$ cat src/rtl/onehot_fifo_ctrl.sv
// Buffer-slot controller: one-hot write/read pointers, entry count and valid/ready handshake.
// Optional level/almost_full outputs exist when ONEHOT_FIFO_CTRL_LEVEL_EN is defined.
module onehot_fifo_ctrl #(
   parameter int unsigned BUFFER_DEPTH = 8,
   parameter int unsigned AF_THRESH    = 6
) (
   input  logic                          clk,
   input  logic                          rst,
   input  logic                          flush,
   input  logic                          in_valid,
   output logic                          in_ready,
   output logic                          out_valid,
   input  logic                          out_ready,
   output logic [BUFFER_DEPTH-1:0]       write_pointer,
   output logic [BUFFER_DEPTH-1:0]       read_pointer
`ifdef ONEHOT_FIFO_CTRL_LEVEL_EN
   ,
   output logic [$clog2(BUFFER_DEPTH+1)-1:0] level,
   output logic                          almost_full
`endif
);

   localparam int unsigned CW = $clog2(BUFFER_DEPTH + 1);
   localparam logic [CW-1:0] C_FULL = CW'(BUFFER_DEPTH);
   localparam logic [BUFFER_DEPTH-1:0] C_PTR_INIT = BUFFER_DEPTH'(1);

   logic [BUFFER_DEPTH-1:0] r_wr_ptr;
   logic [BUFFER_DEPTH-1:0] r_rd_ptr;
   logic [CW-1:0]           r_count;
   logic [CW-1:0]           w_count_nxt;
   logic                    r_not_full;
   logic                    r_not_empty;
   logic                    w_push;
   logic                    w_pop;

   // Handshake flags come from registered state; rst/flush only mask them so
   // no transfer can be accepted in a cycle that is about to be discarded.
   assign in_ready  = r_not_full  & ~flush & ~rst;
   assign out_valid = r_not_empty & ~flush & ~rst;
   assign w_push    = in_valid  & in_ready;
   assign w_pop     = out_valid & out_ready;

   assign write_pointer = r_wr_ptr;
   assign read_pointer  = r_rd_ptr;

   always_comb begin
      w_count_nxt = r_count;
      if (flush) begin
         w_count_nxt = '0;
      end else begin
         case ({w_push, w_pop})
            2'b10:   w_count_nxt = r_count + 1'b1;
            2'b01:   w_count_nxt = r_count - 1'b1;
            default: w_count_nxt = r_count;
         endcase
      end
   end

   always_ff @(posedge clk) begin
      if (rst) begin
         r_wr_ptr    <= C_PTR_INIT;
         r_rd_ptr    <= C_PTR_INIT;
         r_count     <= '0;
         r_not_full  <= 1'b1;
         r_not_empty <= 1'b0;
      end else begin
         r_count     <= w_count_nxt;
         r_not_full  <= (w_count_nxt != C_FULL);
         r_not_empty <= (w_count_nxt != '0);
         if (flush) begin
            r_wr_ptr <= C_PTR_INIT;
            r_rd_ptr <= C_PTR_INIT;
         end else begin
            if (w_push) r_wr_ptr <= {r_wr_ptr[BUFFER_DEPTH-2:0], r_wr_ptr[BUFFER_DEPTH-1]};
            if (w_pop)  r_rd_ptr <= {r_rd_ptr[BUFFER_DEPTH-2:0], r_rd_ptr[BUFFER_DEPTH-1]};
         end
      end
   end

`ifdef ONEHOT_FIFO_CTRL_LEVEL_EN
   localparam logic [CW-1:0] C_AF = CW'(AF_THRESH);
   logic r_almost_full;

   always_ff @(posedge clk) begin
      if (rst) r_almost_full <= 1'b0;
      else     r_almost_full <= (w_count_nxt >= C_AF);
   end

   assign level       = r_count;
   assign almost_full = r_almost_full;
`endif

endmodule
$ cat config.mk
export PLATFORM = sky130hd
export DESIGN_NAME = onehot_fifo_ctrl
export DESIGN_NICKNAME = d
export VERILOG_FILES = /design/src/rtl/onehot_fifo_ctrl.sv
export SDC_FILE = /design/constraint.sdc
export NUM_CORES = 1
export LEC_CHECK = 0
export CAP_MARGIN = 20
export CORE_AREA = 5 5 54 56
export DETAILED_ROUTE_END_ITERATION = 8
export DIE_AREA = 0 0 59 61
export MAX_ROUTING_LAYER = met4
export PLACE_DENSITY_LB_ADDON = 0.2
export SLEW_MARGIN = 20
export SYNTH_ARGS = -nofsm -noshare
export SYNTH_HDL_FRONTEND = slang
export SYNTH_SLANG_ARGS = --single-unit
$ cat constraint.sdc
create_clock -name clk -period 3.28 [get_ports clk]
set_input_delay 0.656 -clock clk [delete_from_list [all_inputs] [get_ports clk]]
set_output_delay 0.656 -clock clk [all_outputs]
set_load 0.01 [all_outputs]
======== After elaboration in Yosys (flattened, before gate mapping) ========
Index checks and enable logic that the tools add are counted.
word-level totals
  bits in registers ....................... 22
  input port bits ......................... 5
  output and inout port bits .............. 18
  word-level logic and storage cells ...... 22
operators by class
  $add $sub $neg .......................... 2
  equal/unequal tests ..................... 3
  multiplexer cells ....................... 2
  bitwise logic cells ..................... 8
  reductions and logical operators ........ 2
operator list
  cell                                                  number
  one-hot mux 4 bit (2 select lines)                    1
  bitwise AND 1 bit                                     6
  adder 4 x 1 -> 4 bit (second input constant)          1
  two-way mux 4 bit                                     1
  inequality test 4 bit (second input constant)         1
  nonzero test 4 bit                                    1
  subtractor 4 x 1 -> 4 bit (second input constant)     1
  equality test 2 x 1 -> 1 bit (second input constant)  1
  equality test 2 bit (second input constant)           1
  NOT 1 bit                                             2
  OR reduction 2 bit                                    1

======== Depth between registers and ports, before layout ========
Gate-level depths: netlist of the first run.
  depth after elaboration ................. 8
  mapped depth ............................ 11

======== Least setup slack after synthesis of the first run ========
OpenSTA, ideal clock, no wires.
  path type ............................... input to register
  start ................................... in flush
  end ..................................... reg r_not_empty
  library setup time ...................... 0.120 ns
  arrival ................................. 2.773 ns
  slack ................................... 0.387 ns
  stages .................................. 11
  path buffers ............................ 2
  path through ............................ nor2_2 and3_1 buf_2 buf_4 inv_1 ha_1 ha_1 a21oi_1 a211o_1 and3_4 o31a_1
on the way
  cells in the longest elaborated chain, start to end .. 8
  elaborated cells on any way between the ends .. 12
  classes of those cells .................. eq/ne: 2; mux: 2; bitwise: 7; reduce/logical: 1
ends and longest elaborated chain
  element                                                                     RTL line  text
  start: declaration                                                          9         input logic flush,
  NOT 1 bit                                                                   38, 39
  bitwise AND 1 bit (on tied branches) (2 in series)                          39, 38
  bitwise AND 1 bit (on tied branches)                                        41, 40
  equality test 2 x 1 -> 1 bit / equality test 2 bit (equally long branches)  51        case ({w_push, w_pop})
  one-hot mux 4 bit (2 select lines)                                          51
  two-way mux 4 bit *                                                         48        if (flush) begin
  nonzero test 4 bit *                                                        69        r_not_empty <= (w_count_nxt != '0);
  end signal: assignment                                                      69
  end: declaration                                                            32        logic r_not_empty;
Mark *: on every way between the ends. The rest lies on a longest branch, timed or not.
A chain may end at the register's enable or synchronous reset.

======== Final worst setup path of the first run ========
Ends and elaborated chain as after synthesis.

==> run_results.csv, run 1 <==
group,metric,value,unit
sta,tightestPinTransition,0.261,ns
detailed_routing,drt_pass1_iterations,4,
cts,cts_tree,"yes",
detailed_routing,wl_met2,896,um
synthesis,syn_area_per_cell,8.52,um2
sta,fmax,357,MHz
global_route,grt_max_degree,17,
synthesis,syn_nets,116,
die,fp.dieH,61,um
sta,rsz0062_at_grt,"false",
critical_path,critPathMaxFanout,5,
synthesis,postSynthCellCount,107,
cells_and_area,n_antenna_cell,0,
cts,clkLatencyLatePin,0.29,ns
global_route,groute.usage.overall,11.2,%
sta,finalMaxSlewViolations,0,
sta,setup_viol,0,
cts,cts_hold_buf,0,
cts,cts_setup_buffers,0,
critical_path,cp-end-kind,"flip-flop",
global_route,overflow,0,
hold_path,holdPathStages,2,
detailed_routing,routed-wl-met3,75,um
synthesis,ys_ff_latch,22,
hold_path,holdPathEnd,"read_pointer[3]$_SDFFE_PP0P_",
die,coreArea,2390,um2
synthesis,yosys.cell_types.count,28,
critical_path,rr_startpoint,"r_not_full$_SDFF_PP1_",
detailed_routing,met1_length,805,um
die,ioPinCount,23,
sta,finalHoldViolCount,0,
detailed_routing,ant_nets,0,
cells_and_area,area_delta_synth_final,29.9,%
cells_and_area,layout-drive-gt1-share,7.75,%
critical_path,worstPathArrival,3.00,ns
synthesis,netlist_area,912,um2
detailed_routing,wl,1800,um
power,leakagePower,0.436,nW
cts,clock_path_buffers,2,
cts,cts-resized-gates,0,
sta,relSlewSlack,82.5,%
cts,cts_root_buf,"clkbuf_4",
cts,clkSinkCount,22,
detailed_routing,drc_errors,0,
job,maxCapViolations,0,
critical_path,regToRegSetupSlack,1.14,ns
detailed_routing,topRoutingLayerUsed,"met4",
power,power_density,354,nW/um2
detailed_routing,drtIter0Drc,7,
hold_path,min-delay-start,"read_pointer[3]$_SDFFE_PP0P_",
critical_path,r2r_end,"r_not_empty$_SDFF_PP0_",
synthesis,yosys_warnings,0,
die,start_util,38.2,%
critical_path,path_class,"input pin to flip-flop",
placed_design,post-dp-hpwl,1390,um
global_route,antenna_found_initial,0,
detailed_routing,dr_total_vias,758,
cts,h-tree-depth,1,
die,row_count,18,
power,peakVddDrop,0.216,mV
synthesis,synth-seq-area-share,48.3,%
placed_design,io_buffers,22,
sta,clock_skew,0.00246,ns
cts,cts_buffers,3,
cts,clk_pin_slew,0.11,ns
cells_and_area,final_util,49.6,%
global_route,grt_pass1_vias,708,
critical_path,critPathLaunchType,"input pin",
placed_design,place_congestion,0.862,
sta,min_period,2.80,ns
die,dieArea,3600,um2
sta,period_share,85.5,%
critical_path,r2r_cells,8,
cells_and_area,filler_cell_count,253,
global_route,grt_pass1_wl,2990,um
sta,fin_tns_setup,0,ns
outcome,status,"completed",
detailed_routing,wl_per_cell,11.3,um
die,die_x,59,um
hold_path,hold_path.class,"flip-flop to flip-flop",
detailed_routing,via_per_inst,4.77,
cells_and_area,finalNetCount,140,
critical_path,crit_required,3.47,ns
## cells by family after synthesis
| kind of cell | Yosys count | share of synthesized area [%] |
|---|---|---|
| compound gates | 24 | 15.0 |
| xor+xnor | 2 | 1.92 |
| fa+ha+maj | 4 | 6.31 |
| buf+inv | 10 | 5.35 |
| flops | 22 | 48.3 |
| mux | 1 | 1.10 |
| simple gates | 44 | 22.1 |
## worst max-delay path, cell delays in order
cell and delay [ns]:
clkdlybuf4s50_1 0.43, nor2_2 0.19, and3_1 0.19, inv_1 0.04, ha_1 0.26, ha_1 0.36, a21oi_1 0.10, a211o_1 0.31
and3_4 0.18, o31a_1 0.28
## cell usage after synthesis
cell type	instances	area, um2
dfxtp_1	22	440
nor2_1	6	22.5
buf_4	2	15.0
buf_2	3	15.0
o21ai_0	13	65.1
and2_1	2	12.5
o21a_1	1	7.51
inv_1	3	11.3
xnor2_1	1	8.76
or2_2	1	6.26
and3_4	1	11.3
mux2i_1	1	10.0
o31ai_1	2	15.0
nand2_1	26	97.6
a211o_1	1	8.76
xor2_1	1	8.76
and3_1	2	12.5
nand4b_1	1	8.76
nor2_2	1	6.26
a21oi_1	5	25.0
ha_1	3	37.5
a31oi_1	1	6.26
clkbuf_1	2	7.51
nor4b_1	1	8.76
o31a_1	1	8.76
fa_1	1	20.0
nand3_1	1	5.00
nor3_1	2	10.0
## where the power goes
part	internal [W]	switching, W	leakage [nW]
combinational	0.0000155	0.0000146	0.245
clock	0.0000427	0.0000752	0.0138
sequential	0.000270	0.00000216	0.178
## final cells by class
cell class                      count  area, um2  share of cell area, %
Tap cell                           30       37.5                   3.17
Inverter                            3       11.3                  0.950
Sequential cell                    22        440                   37.2
Timing Repair Buffer               26        250                   21.1
Multi-Input combinational cell     75        423                   35.7
Clock buffer                        3       22.5                   1.90
## layer usage
layer,vias to the layer above,GRT usage (%)
met2,14,19.6
met5,-,-
met4,0,3.88
li1,399,-
met1,343,12.5
met3,2,2.55
## per-stage QoR
stage | setup WS, ns | hold WS, ns | instances | instance area [um2] | total power, W
after floorplan | 0.387 | 0.484 | 107 | 912 | 0.000293
after global placement | 0.247 | 0.460 | 156 | 1160 | 0.000308
after detailed placement | 0.157 | 0.468 | 156 | 1160 | 0.000308
after CTS | 0.495 | 0.487 | 159 | 1180 | 0.000428
after global routing | 0.402 | 0.512 | 159 | 1180 | 0.000447
final | 0.476 | 0.480 | 159 | 1180 | 0.000420
## how the worst max path moves through the flow
| stage | start | to | slack [ns] | depth (start not counted) |
|---|---|---|---|---|
| after global routing | flush | r_not_empty$_SDFF_PP0_ | 0.40 | 10 |
| after floorplan | flush | r_not_empty$_SDFF_PP0_ | 0.39 | 11 |
| final | flush | r_not_empty$_SDFF_PP0_ | 0.48 | 10 |
| after CTS | flush | r_not_empty$_SDFF_PP0_ | 0.50 | 10 |
| after detailed placement | flush | r_not_empty$_SDFF_PP0_ | 0.16 | 10 |
| after global placement | flush | r_not_empty$_SDFF_PP0_ | 0.25 | 10 |
## cells in the final DEF (no fill, tap or decap)
| cell type | Yosys | layout |
|---|---|---|
| buf_4 | 2 | 4 |
| clkdlybuf4s50_1 | 0 | 22 |
| o31ai_1 | 2 | 2 |
| or2_2 | 1 | 1 |
| and2_1 | 2 | 2 |
| nor3_1 | 2 | 2 |
| clkbuf_4 | 0 | 3 |
| and3_1 | 2 | 2 |
| nor4b_1 | 1 | 1 |
| o21a_1 | 1 | 1 |
| dfxtp_1 | 22 | 22 |
| o31a_1 | 1 | 1 |
| a31oi_1 | 1 | 1 |
| nor2_2 | 1 | 1 |
| inv_1 | 3 | 3 |
| and3_4 | 1 | 1 |
| nand2_1 | 26 | 26 |
| xnor2_1 | 1 | 1 |
| xor2_1 | 1 | 1 |
| ha_1 | 3 | 3 |
| nor2_1 | 6 | 6 |
| fa_1 | 1 | 1 |
| mux2i_1 | 1 | 1 |
| nand3_1 | 1 | 1 |
| a211o_1 | 1 | 1 |
| nand4b_1 | 1 | 1 |
| o21ai_0 | 13 | 13 |
| a21oi_1 | 5 | 5 |
## state kept, by name (all words and copies together), names as in the netlist
name,flops
r_not_empty,1
r_not_full,1
write_pointer,8
read_pointer,8
r_count,4
(Power assumes the default switching activity.)
==> inputs of run 2 (changes only) <==
--- a/config.mk
+++ b/config.mk
@@ -6,9 +6,9 @@
 export NUM_CORES = 1
 export LEC_CHECK = 0
 export CAP_MARGIN = 20
-export CORE_AREA = 5 5 54 56
+export CORE_AREA = 2 2 51 53
 export DETAILED_ROUTE_END_ITERATION = 8
-export DIE_AREA = 0 0 59 61
+export DIE_AREA = 0 0 53 55
 export MAX_ROUTING_LAYER = met4
 export PLACE_DENSITY_LB_ADDON = 0.2
 export SLEW_MARGIN = 20
==> run 2 against run 1 <==
  * Hold slack lost 0.0016 ns
  * Clock-buffer cell count grew 1
  * Global-route usage rose by 2.4 points
  * Utilization grew 1.1 points
  * Via count rose by 0.53%
  * Worst setup slack better by 0.0016 ns
  * Critical path type unchanged
==> run_results.csv, run 2 (synthesis results as in run 1) <==
group,metric,value,unit
outcome,status,"completed",
global_route,overflow,0,
placed_design,post-dp-hpwl,1290,um
critical_path,critPathMaxFanout,5,
detailed_routing,dr_total_vias,762,
global_route,groute.usage.overall,13.6,%
critical_path,path_class,"input pin to flip-flop",
sta,setup_viol,0,
die,fp.dieH,55,um
cts,clock_path_buffers,2,
cts,cts_buffers,3,
die,start_util,38.6,%
detailed_routing,drt_pass1_iterations,3,
sta,fin_tns_setup,0,ns
sta,finalMaxSlewViolations,0,
cts,clkLatencyLatePin,0.30,ns
sta,finalHoldViolCount,0,
cells_and_area,area_delta_synth_final,31.4,%
cells_and_area,filler_cell_count,245,
critical_path,crit_slowest_cell,"clkdlybuf4s50_1",
detailed_routing,wl,1640,um
cts,cts_tree,"yes",
detailed_routing,via_per_inst,4.76,
sta,min_period,2.80,ns
global_route,grt_pass1_vias,677,
detailed_routing,drtIter0Drc,11,
die,dieArea,2920,um2
critical_path,cp-end-kind,"flip-flop",
critical_path,critPathLaunchType,"input pin",
critical_path,crit_buf_inv,2,
cts,cts-resized-gates,0,
cts,clkSinkCount,22,
critical_path,crit_required,3.48,ns
global_route,grt_max_degree,17,
critical_path,cp_top_family,"compound AO/OA/AOI/OAI gates",
critical_path,crit_chain,"clkdlybuf4s50_1 > nor2_2 > and3_1 > inv_1 > ha_1 > ha_1 > a21oi_1 > a211o_1 > and3_4 > o31a_1",
cts,cts_hold_buf,0,
die,die_x,53,um
cells_and_area,final_cell_mix,"nand2_1, clkdlybuf4s50_1, dfxtp_1, o21ai_0, nor2_1",
detailed_routing,drc_errors,0,
die,coreArea,2360,um2
cts,clk_pin_slew,0.12,ns
cts,cts_setup_buffers,0,
sta,period_share,85.4,%
sta,clock_skew,0.00250,ns
die,row_count,18,
placed_design,place_congestion,0.751,
sta,relSlewSlack,82.2,%
die,ioPinCount,23,
sta,setup_ws,0.478,ns
detailed_routing,wl_per_cell,10.2,um
detailed_routing,ant_nets,0,
job,maxCapViolations,0,
critical_path,path_common_cell,"ha_1",
cells_and_area,n_antenna_cell,0,
power,leakagePower,0.443,nW
placed_design,dp_slack,0.156,ns
cells_and_area,finalNetCount,140,
global_route,antenna_found_initial,0,
sta,hold_ws,0.478,ns
cells_and_area,layout-drive-gt1-share,8.46,%
hold_path,hold_path.class,"flip-flop to flip-flop",
critical_path,cp_slowest_stage_delay,0.43,ns
power,peakVddDrop,0.211,mV
sta,rsz0062_at_grt,"false",
sta,fmax,357,MHz
placed_design,io_buffers,22,
cts,cts_root_buf,"clkbuf_4",
sta,tightestPinTransition,0.267,ns
power,power_density,374,nW/um2
global_route,grt_pass1_wl,2800,um
cts,h-tree-depth,1,
cells_and_area,layout_commonest_cell,"nand2_1",
critical_path,worstPathArrival,3.00,ns
-- run 2: cell types whose count changed in the layout (fill, tap and decap cells not counted), sizes merged --
cell    delta
clkbuf     +1
-- run 2: final timing paths --
kind | startpoint | endpoint | slack, ns | depth (start not counted)
setup / recovery | flush | r_not_empty$_SDFF_PP0_ | 0.48 | 10
hold / removal | read_pointer[3]$_SDFFE_PP0P_ | read_pointer[3]$_SDFFE_PP0P_ | 0.48 | 2
setup reg to reg | r_not_full$_SDFF_PP1_ | r_not_empty$_SDFF_PP0_ | 1.11 | 8
hold reg to reg | read_pointer[3]$_SDFFE_PP0P_ | read_pointer[3]$_SDFFE_PP0P_ | 0.48 | 2
-- run 2: per-layer routing --
metal	wire length (um)	part of all wire, %	GRT usage (%)	vias to the layer above
met5	0	0	-	-
met4	15	0.92	6.41	0
met3	60	3.7	2.42	2
met2	815	50	23.8	9
met1	744	45	15.2	346
li1	-	-	-	405
-- run 2: final cells by class --
cell class	count	area, um2	share of cell area (%)
inverter	3	11.3	0.939
clock buffer	4	36.3	3.03
timing repair buffer	26	250	20.9
sequential	22	440	36.7
tap	30	37.5	3.13
multi-input combinational	75	423	35.3
-- run 2: power by group --
part	total (W)	internal (W)	switching [W]
logic	0.0000298	0.0000155	0.0000143
registers	0.000272	0.000270	0.00000208
clock network	0.000147	0.0000676	0.0000790
total	0.000448	0.000353	0.0000954
-- run 2: worst reg2reg max path, cell delays in order, from the launching register on --
cell	delay (ns)
dfxtp_1	0.35
and3_1	0.16
inv_1	0.04
ha_1	0.26
ha_1	0.37
a21oi_1	0.11
a211o_1	0.31
and3_4	0.18
o31a_1	0.28
-- run 2: per-stage QoR --
| step | total power [W] | cells | cell area [um2] | util, % |
|---|---|---|---|---|
| 6_report | 0.000448 | 160 | 1200 | 50.7 |
| 5_1_grt | 0.000470 | 160 | 1200 | 50.7 |
| 4_1_cts | 0.000456 | 160 | 1200 | 50.7 |
| 3_5_place_dp | 0.000308 | 156 | 1160 | 49.2 |
| 3_3_place_gp | 0.000308 | 156 | 1160 | 49.2 |
| 2_1_floorplan | 0.000293 | 107 | 912 | - |
